File: config.mk
export PLATFORM = sky130hd
export DESIGN_NAME = shared_reg_arbiter
export DESIGN_NICKNAME = d
export VERILOG_FILES = /design/src/rtl/shared_reg_arbiter.sv
export SDC_FILE = /design/constraint.sdc
export NUM_CORES = 1
export LEC_CHECK = 0
export CAP_MARGIN = 20
export CELL_PAD_IN_SITES_DETAIL_PLACEMENT = 2
export CELL_PAD_IN_SITES_GLOBAL_PLACEMENT = 2
export CORE_ASPECT_RATIO = 1.25
export CORE_MARGIN = 2
export CORE_UTILIZATION = 28
export CTS_BUF_LIST = sky130_fd_sc_hd__clkbuf_16
export DETAILED_ROUTE_END_ITERATION = 8
export GPL_TIMING_DRIVEN = 1
export HOLD_SLACK_MARGIN = 0.1
export PLACE_DENSITY_LB_ADDON = 0.1
export SYNTH_ARGS = -nofsm -noshare
export SYNTH_HDL_FRONTEND = slang
export SYNTH_SLANG_ARGS = --single-unit
File: constraint.sdc
create_clock -name clk -period 1.7 [get_ports clk]
set_input_delay 0.34 -clock clk [delete_from_list [all_inputs] [get_ports clk]]
set_output_delay 0.34 -clock clk [all_outputs]
set_load 0.005 [all_outputs]
File: src/rtl/shared_reg_arbiter.sv
// shared_reg_arbiter: two-requester round-robin access controller for a
// bank of four DW-bit registers (a, b, c, d shown on w, x, y, z).
//
// Handshake: a requester holds reqN (with weN/addrN/wdataN) until it sees
// doneN. The arbiter samples the request in IDLE, latches the operation
// at grant, owns the bank for one ACCESS cycle (gntN = 1), then pulses
// doneN for one DONE cycle with rdataN valid. Nothing the requester does
// after the grant edge affects the transaction in flight.
module shared_reg_arbiter #(
    parameter int DW = 8
) (
    input  logic          clk,
    input  logic          rst_n,
    input  logic          req0,
    input  logic          we0,
    input  logic [1:0]    addr0,
    input  logic [DW-1:0] wdata0,
    output logic          gnt0,
    output logic          done0,
    output logic [DW-1:0] rdata0,
    input  logic          req1,
    input  logic          we1,
    input  logic [1:0]    addr1,
    input  logic [DW-1:0] wdata1,
    output logic          gnt1,
    output logic          done1,
    output logic [DW-1:0] rdata1,
    output logic [DW-1:0] w,
    output logic [DW-1:0] x,
    output logic [DW-1:0] y,
    output logic [DW-1:0] z,
    output logic [1:0]    state_o
);

    typedef enum logic [1:0] {
        IDLE   = 2'd0,
        ACCESS = 2'd1,
        DONE   = 2'd2
    } state_t;

    state_t        state_q, state_d;
    logic          win_q, win_d;      // id of the requester that owns the bank
    logic          we_q, we_d;
    logic [1:0]    addr_q, addr_d;
    logic [DW-1:0] wdata_q, wdata_d;
    logic          ptr_q, ptr_d;      // requester favoured on a tie
    logic [DW-1:0] a_q, a_d, b_q, b_d, c_q, c_d, d_q, d_d;
    logic [DW-1:0] rdata0_q, rdata0_d, rdata1_q, rdata1_d;
    logic          pick;
    logic [DW-1:0] rd_val;

    // State, latched transaction, bank and read-data registers.
    always_ff @(posedge clk or negedge rst_n) begin
        if (!rst_n) begin
            state_q  <= IDLE;
            win_q    <= 1'b0;
            we_q     <= 1'b0;
            addr_q   <= 2'd0;
            wdata_q  <= '0;
            ptr_q    <= 1'b0;
            a_q      <= '0;
            b_q      <= '0;
            c_q      <= '0;
            d_q      <= '0;
            rdata0_q <= '0;
            rdata1_q <= '0;
        end else begin
            state_q  <= state_d;
            win_q    <= win_d;
            we_q     <= we_d;
            addr_q   <= addr_d;
            wdata_q  <= wdata_d;
            ptr_q    <= ptr_d;
            a_q      <= a_d;
            b_q      <= b_d;
            c_q      <= c_d;
            d_q      <= d_d;
            rdata0_q <= rdata0_d;
            rdata1_q <= rdata1_d;
        end
    end

    // Next-state logic: arbitration in IDLE, bank access in ACCESS,
    // pointer rotation in DONE.
    always_comb begin
        state_d  = state_q;
        win_d    = win_q;
        we_d     = we_q;
        addr_d   = addr_q;
        wdata_d  = wdata_q;
        ptr_d    = ptr_q;
        a_d      = a_q;
        b_d      = b_q;
        c_d      = c_q;
        d_d      = d_q;
        rdata0_d = rdata0_q;
        rdata1_d = rdata1_q;
        pick     = (req0 && req1) ? ptr_q : req1;

        case (addr_q)
            2'd0:    rd_val = a_q;
            2'd1:    rd_val = b_q;
            2'd2:    rd_val = c_q;
            default: rd_val = d_q;
        endcase

        case (state_q)
            IDLE: begin
                if (req0 || req1) begin
                    win_d   = pick;
                    we_d    = pick ? we1 : we0;
                    addr_d  = pick ? addr1 : addr0;
                    wdata_d = pick ? wdata1 : wdata0;
                    state_d = ACCESS;
                end
            end
            ACCESS: begin
                if (we_q) begin
                    case (addr_q)
                        2'd0:    a_d = wdata_q;
                        2'd1:    b_d = wdata_q;
                        2'd2:    c_d = wdata_q;
                        default: d_d = wdata_q;
                    endcase
                end else if (win_q) begin
                    rdata1_d = rd_val;
                end else begin
                    rdata0_d = rd_val;
                end
                state_d = DONE;
            end
            DONE: begin
                ptr_d   = ~win_q;
                state_d = IDLE;
            end
            default: state_d = IDLE;
        endcase
    end

    assign gnt0    = (state_q == ACCESS) && !win_q;
    assign gnt1    = (state_q == ACCESS) &&  win_q;
    assign done0   = (state_q == DONE)   && !win_q;
    assign done1   = (state_q == DONE)   &&  win_q;
    assign rdata0  = rdata0_q;
    assign rdata1  = rdata1_q;
    assign w       = a_q;
    assign x       = b_q;
    assign y       = c_q;
    assign z       = d_q;
    assign state_o = state_q;

endmodule

==> impl_metrics.ini, run 1 <==
[die]
dieArea_mm2 = 0.0108
initial_utilization_pct = 28.8
core_area_mm2 = 0.00966
die_y_um = 115
die_w_um = 93.2
num_io_pins = 80
rows = 40

[critical_path]
r2r_cells = 10
r2r_end = ptr_q$_DFFE_PN0N_
worstPathRequired_ns = 1.36
end_kind = output port
cp_max_fo = 5
r2r_slack_ns = 0.10
cp_data_arrival_time_ns = 1.32
worstReg2RegStart = state_o[0]$_DFFE_PN0P_
critPathKind = flop to output port
critPathLaunchType = flop

[cts]
insertion_delay_ns = 0.33
root_buffer = clkbuf_16
cts_max_level = 3
clk_pin_slew_ns = 0.05
tritoncts = done
ctsLongestPathBuffers = 2
numCtsBuffers = 9
cts.sinks = 63

[logic_synthesis]
synth.area.mux_share_pct = 25.9
synth_nets = 224
synth-seq-area-share_pct = 56.6
yosys_warnings = 0
synth_compound_area_share_pct = 6.79
synth-edff-count = 0
netlist_area_mm2 = 0.00278
async_reset_ff_share_pct = 100
synth-xor-area-share_pct = 0
syn_inst = 198
synth_fa_ha_area_share_pct = 0
ys_ff_latch = 63
ys.flop_type = dfrtp_1
synth_top_family_by_area = multiplexers
synthSimpleGateAreaFrac_pct = 8.13
syn_avg_cell_area_um2 = 14.1
synthDistinctLibCells = 23

[timing]
setup_violations = 0
timing.max_slew.rel_slack_pct = 72.0
finalHoldViolCount = 0
max_freq_mhz = 603
worst_pin_slew_ns = 0.419
fin_skew_ns = 0.00480
period_minus_slack_ns = 1.66
final.setup.tns_ns = 0
fin_crit_sh_pct = 97.5
slew_violations = 0

[power]
switching_share_pct = 30.5
vdd_drop_max_v = 0.000544
p_int_mw = 6.03
clkPwrFrac_pct = 21.8
power_switching_mw = 2.64
power_frac_seq_pct = 34.5
p_per_area_mw_per_mm2 = 2030
p_comb_share_pct = 43.7
p_leak_nw = 1.82

[worst_hold_path]
min_to = rdata1[4]$_DFFE_PN0P_
hp-start = rdata1[4]$_DFFE_PN0P_
hold_depth = 1
min_path_type = flop to flop

[global_routing]
grt_max_degree = 64
gr-total-overflow = 0
antenna_found_initial = 0
grt_pass1_vias = 2225
track_usage_pct = 15.5
grt_pass1_wl_um = 12400

[cells_and_area]
syn_to_final_growth_pct = 53.8
multi_input_area_mm2 = 0.00115
num_antenna_cells = 0
stdcell_area_mm2 = 0.00428
seq_area_mm2 = 0.00158
drive_above_1_share_pct = 35.8
nFillCells = 942
nets = 334

[route]
post-route-drc-count = 0
vias = 2058
routedWlPerCell_um = 17.8
first_iter_violations = 40
drtAntennaViolNets = 0
wirelength_um = 7820
routed_via_density = 4.69
drt_pass1_iterations = 4

[place]
place_congestion = 0.694
port_buffers = 79
placed_cell_area_mm2 = 0.00385
post-dp-hpwl_um = 5590

[run_status]
outcome = finished clean

[job]
drv_cap = 0
[cell usage after synthesis (2+ instances only)]
cell type,number,area [µm²]
a31oi_1,11,68.8
nor2_1,4,15.0
nand3b_1,12,90.1
a21oi_1,12,60.1
inv_1,4,15.0
o21ai_0,12,60.1
mux2_2,48,541
buf_2,3,15.0
and3_2,2,15.0
dfrtp_1,63,1580
nor3_2,2,20.0
mux4_2,8,180
clkbuf_1,7,26.3
[timing repair]
| action | CTS | global route |
|---|---|---|
| buffers inserted | 11 | 3 |
| gates cloned | 0 | 0 |
| hold endpoints to repair | 63 | 0 |
| pin swaps | 0 | 2 |
| resized for setup | 9 | 6 |
| setup endpoints to repair | 4 | 5 |
| hold buffers | 1 | 0 |
[through the flow]
stage          hold slack, ns  utilization (%)  std cells  worst slack [ns]  power (mW)
2_1_floorplan          0.0444                -        198            0.0618        4.49
3_3_place_gp            0.383             39.9        410            0.0515        6.51
3_5_place_dp            0.384             39.9        410          -0.00475        6.64
4_1_cts                 0.511             44.1        438            -0.102        8.77
5_1_grt                 0.525             44.3        439           -0.0121        9.30
6_report                0.502             44.3        439            0.0424        8.67
[area by class of cell]
type	count	share of cell area [%]
Clock buffer	9	5.26
Tap cell	126	3.68
Inverter	4	0.351
Sequential cell	63	36.8
Clock inverter	7	1.87
Timing Repair Buffer	111	25.2
Multi-Input combinational cell	119	26.8
[sequential cells by signal, summed over array words and instances (netlist names)]
name / count
win_q: 1
z: 8
x: 8
state_o: 2
ptr_q: 1
y: 8
wdata_q: 8
addr_q: 2
rdata1: 8
w: 8
we_q: 1
rdata0: 8
[metal layers]
metal | track usage [%] | vias to the layer above | part of all wire (%)
met5 | 0 | - | 0
met4 | 5.88 | 0 | 1.7
met3 | 3.77 | 7 | 3.7
met2 | 27.2 | 59 | 52
met1 | 18.4 | 1032 | 42
li1 | - | 960 | -
[critical path: stages, from the launching register on]
cell and delay (ns):
dfrtp_1 0.40, buf_6 0.14, and3_2 0.19, dlygate4sd2_1 0.27
[power by group through the flow]
stage,clock network (mW),registers [mW],logic [mW]
6_report,1.89,2.99,3.79
5_1_grt,2.02,3.13,4.15
4_1_cts,1.94,3.03,3.79
3_5_place_dp,0,3.04,3.60
3_3_place_gp,0,2.99,3.51
2_1_floorplan,0,2.80,1.69
[how the worst max path moves through the flow]
| stage | endpoint | startpoint | slack (ns) | depth (start not counted) |
|---|---|---|---|---|
| 2_1_floorplan | w[0]$_DFFE_PN0P_ | state_o[1]$_DFFE_PN0P_ | 0.06 | 4 |
| 3_5_place_dp | wdata_q[6]$_DFFE_PN0P_ | req1 | -0.005 | 5 |
| 5_1_grt | done1 | state_o[0]$_DFFE_PN0P_ | -0.01 | 4 |
| 4_1_cts | ptr_q$_DFFE_PN0N_ | state_o[0]$_DFFE_PN0P_ | -0.10 | 12 |
| 3_3_place_gp | win_q$_DFFE_PN0P_ | req1 | 0.05 | 4 |
| 6_report | done0 | state_o[1]$_DFFE_PN0P_ | 0.04 | 3 |
[cell families after synthesis]
kind of cell,after synthesis
buffers and inverters,16
AND/OR/NAND/NOR,28
flip-flops,63
AO/OA/AOI/OAI,35
multiplexers,56
[cell usage in the layout, fill, tap and decap left out]
| cell | netlist | routed |
|---|---|---|
| a21oi_1 | 12 | 11 |
| a21oi_2 | 0 | 1 |
| a31oi_1 | 11 | 11 |
| and2_1 | 1 | 1 |
| and3_2 | 2 | 2 |
| and4b_1 | 1 | 1 |
| buf_12 | 0 | 3 |
| buf_2 | 3 | 1 |
| buf_4 | 0 | 25 |
| buf_6 | 1 | 3 |
| bufinv_16 | 0 | 2 |
| clkbuf_16 | 0 | 9 |
| clkdlybuf4s15_1 | 0 | 1 |
| clkdlybuf4s50_1 | 0 | 72 |
| clkinv_1 | 0 | 2 |
| clkinv_2 | 0 | 1 |
| dfrtp_1 | 63 | 63 |
| dlygate4sd2_1 | 0 | 3 |
| dlygate4sd3_1 | 0 | 1 |
| dlymetal6s2s_1 | 0 | 2 |
| inv_1 | 4 | 4 |
| inv_2 | 0 | 2 |
| mux2_2 | 48 | 48 |
| mux4_2 | 8 | 8 |
| nand2b_4 | 0 | 1 |
| nand3b_1 | 12 | 12 |
| nand4_2 | 1 | 1 |
| nand4b_2 | 1 | 1 |
| nor2_1 | 4 | 4 |
| nor2b_1 | 1 | 1 |
| nor3_2 | 2 | 2 |
| nor4b_4 | 1 | 1 |
| o21ai_0 | 12 | 12 |
| or2_2 | 1 | 1 |
Power figures use the tool's default switching activity.
==> run 2: changes to the inputs <==
Settings changed: ABC_CLOCK_PERIOD_IN_PS set to 1700.
==> results of run 2 <==
Same layout as run 1: the final DEF is identical, and so are final timing and power.
==> run 3: changes to the inputs <==
Settings changed: ABC_AREA set to 0, GPL_TIMING_DRIVEN 1 to 0, PLACE_DENSITY_LB_ADDON 0.1 to 0.25.
==> impl_metrics.ini, run 3 (same netlist as run 1, synthesis figures left out) <==
[timing]
setup_violations = 0
fin_ws_ns = 0.0317
slew_violations = 0
max_freq_mhz = 599
rsz0062_at_grt = yes
fin_skew_ns = 0.00356
final.setup.tns_ns = 0
finalHoldViolCount = 0
worst_pin_slew_ns = 0.805
timing.max_slew.rel_slack_pct = 46.3
fin_crit_sh_pct = 98.1
period_minus_slack_ns = 1.67

[die]
die_y_um = 115
initial_utilization_pct = 28.8
num_io_pins = 80
dieArea_mm2 = 0.0108
rows = 40
core_area_mm2 = 0.00966
die_w_um = 93.2

[global_routing]
grt_max_degree = 64
gr-total-overflow = 0
track_usage_pct = 15.0
grt_pass1_wl_um = 12000
antenna_found_initial = 0
grt_pass1_vias = 2198

[route]
post-route-drc-count = 0
routed_via_density = 4.68
wirelength_um = 7520
drt_pass1_iterations = 3
routedWlPerCell_um = 17.7
drtAntennaViolNets = 0
vias = 1994
first_iter_violations = 27

[place]
post-dp-hpwl_um = 5340
port_buffers = 79
pre_cts_ws_ns = -0.277
place_congestion = 0.672
placed_cell_area_mm2 = 0.00373

[cts]
cts.sinks = 63
clk_pin_slew_ns = 0.05
root_buffer = clkbuf_16
ctsLongestPathBuffers = 2
insertion_delay_ns = 0.32
numCtsBuffers = 9
tritoncts = done
cts_max_level = 3

[cells_and_area]
nets = 321
num_antenna_cells = 0
final_cell_mix = clkdlybuf4s50_1, dfrtp_1, mux2_2
layout_commonest_cell = clkdlybuf4s50_1
syn_to_final_growth_pct = 47.5
seq_area_mm2 = 0.00158
drive_above_1_share_pct = 31.7
nFillCells = 971
stdcell_area_mm2 = 0.00411
multi_input_area_mm2 = 0.00117

[worst_hold_path]
min_path_type = primary input to asynchronous set/reset pin

[power]
p_per_area_mw_per_mm2 = 1990
p_leak_nw = 1.67
vdd_drop_max_v = 0.000547

[critical_path]
cp_data_arrival_time_ns = 1.87
r2r_slack_ns = 0.03
end_kind = flop
cp_max_fo = 8
critPathKind = flop to flop
critPathLaunchType = flop
worstPathRequired_ns = 1.91

[run_status]
outcome = finished clean

[job]
drv_cap = 0
[run 3: cell count changes in the layout (fill, tap and decap cells not counted), moves of 2 or more]
cell             change
bufinv_16            -2
clkinvlp_4           +2
dlymetal6s2s_1       -2
nor3_4               +2
clkbuf_1             +6
nor3_2               -2
clkdlybuf4s50_1      +2
clkbuf_2             +3
buf_4               -18
[run 3: worst paths after layout]
| check | from | end | cells past startpoint |
|---|---|---|---|
| min in group clk | rdata0[2]$_DFFE_PN0P_ | rdata0[2]$_DFFE_PN0P_ | 1 |
| setup reg to reg | state_o[1]$_DFFE_PN0P_ | x[0]$_DFFE_PN0P_ | 6 |
| max in group asynchronous | rst_n | addr_q[0]$_DFFE_PN0P_ | 1 |
| setup / recovery | state_o[1]$_DFFE_PN0P_ | x[0]$_DFFE_PN0P_ | 6 |
| hold / removal | rst_n | wdata_q[6]$_DFFE_PN0P_ | 1 |
| hold reg to reg | rdata0[2]$_DFFE_PN0P_ | rdata0[2]$_DFFE_PN0P_ | 1 |
[run 3: per-stage QoR]
step | util (%) | hold WS, ns | instances | power (mW)
2_1_floorplan | - | 0.0444 | 198 | 4.49
3_3_place_gp | 38.6 | 0.492 | 403 | 6.31
3_5_place_dp | 38.6 | 0.485 | 403 | 6.44
4_1_cts | 41.9 | 0.139 | 425 | 8.16
5_1_grt | 42.5 | 0.172 | 426 | 8.77
6_report | 42.5 | 0.0923 | 426 | 8.17
[run 3: timing repair]
item / CTS / global route
gates resized for setup: 8 / 13
pin swaps: 1 / 2
endpoints found under the setup margin: 52 / 59
buffers inserted: 6 / 2
cloned: 0 / 0
hold buffers: 0 / 0
[run 3: worst max-delay path: stages, from the launching register on]
cell        delay, ns
dfrtp_1          0.37
nand2b_1         0.15
buf_6            0.15
clkinvlp_4       0.13
and4b_1          0.22
buf_6            0.17
mux2_2           0.35
[run 3: layer usage]
layer	global-route usage (%)	routed length (µm)	share of wire, %	vias up
li1	-	-	-	932
met1	17.7	3150	42	999
met2	26.1	3930	52	59
met3	4.49	361	4.8	4
met4	5.59	78	1.0	0
met5	0	0	0	-
[run 3: final cells by class]
type                       count  share of cell area (%)
sequential                    63                    38.4
multi-input combinational    119                    28.4
timing repair buffer          87                    21.0
clock buffer                   9                    5.49
tap                          126                    3.84
buffer                        11                    1.62
clock inverter                 7                   0.792
inverter                       4                   0.457
[run 3: where the power goes]
group | total, mW | switching [mW] | leakage (nW) | internal [mW]
logic | 3.63 | 1.31 | 0.794 | 2.32
clock network | 1.58 | 0.618 | 0.133 | 0.957
registers | 2.96 | 0.694 | 0.747 | 2.27
total | 8.17 | 2.62 | 1.67 | 5.55
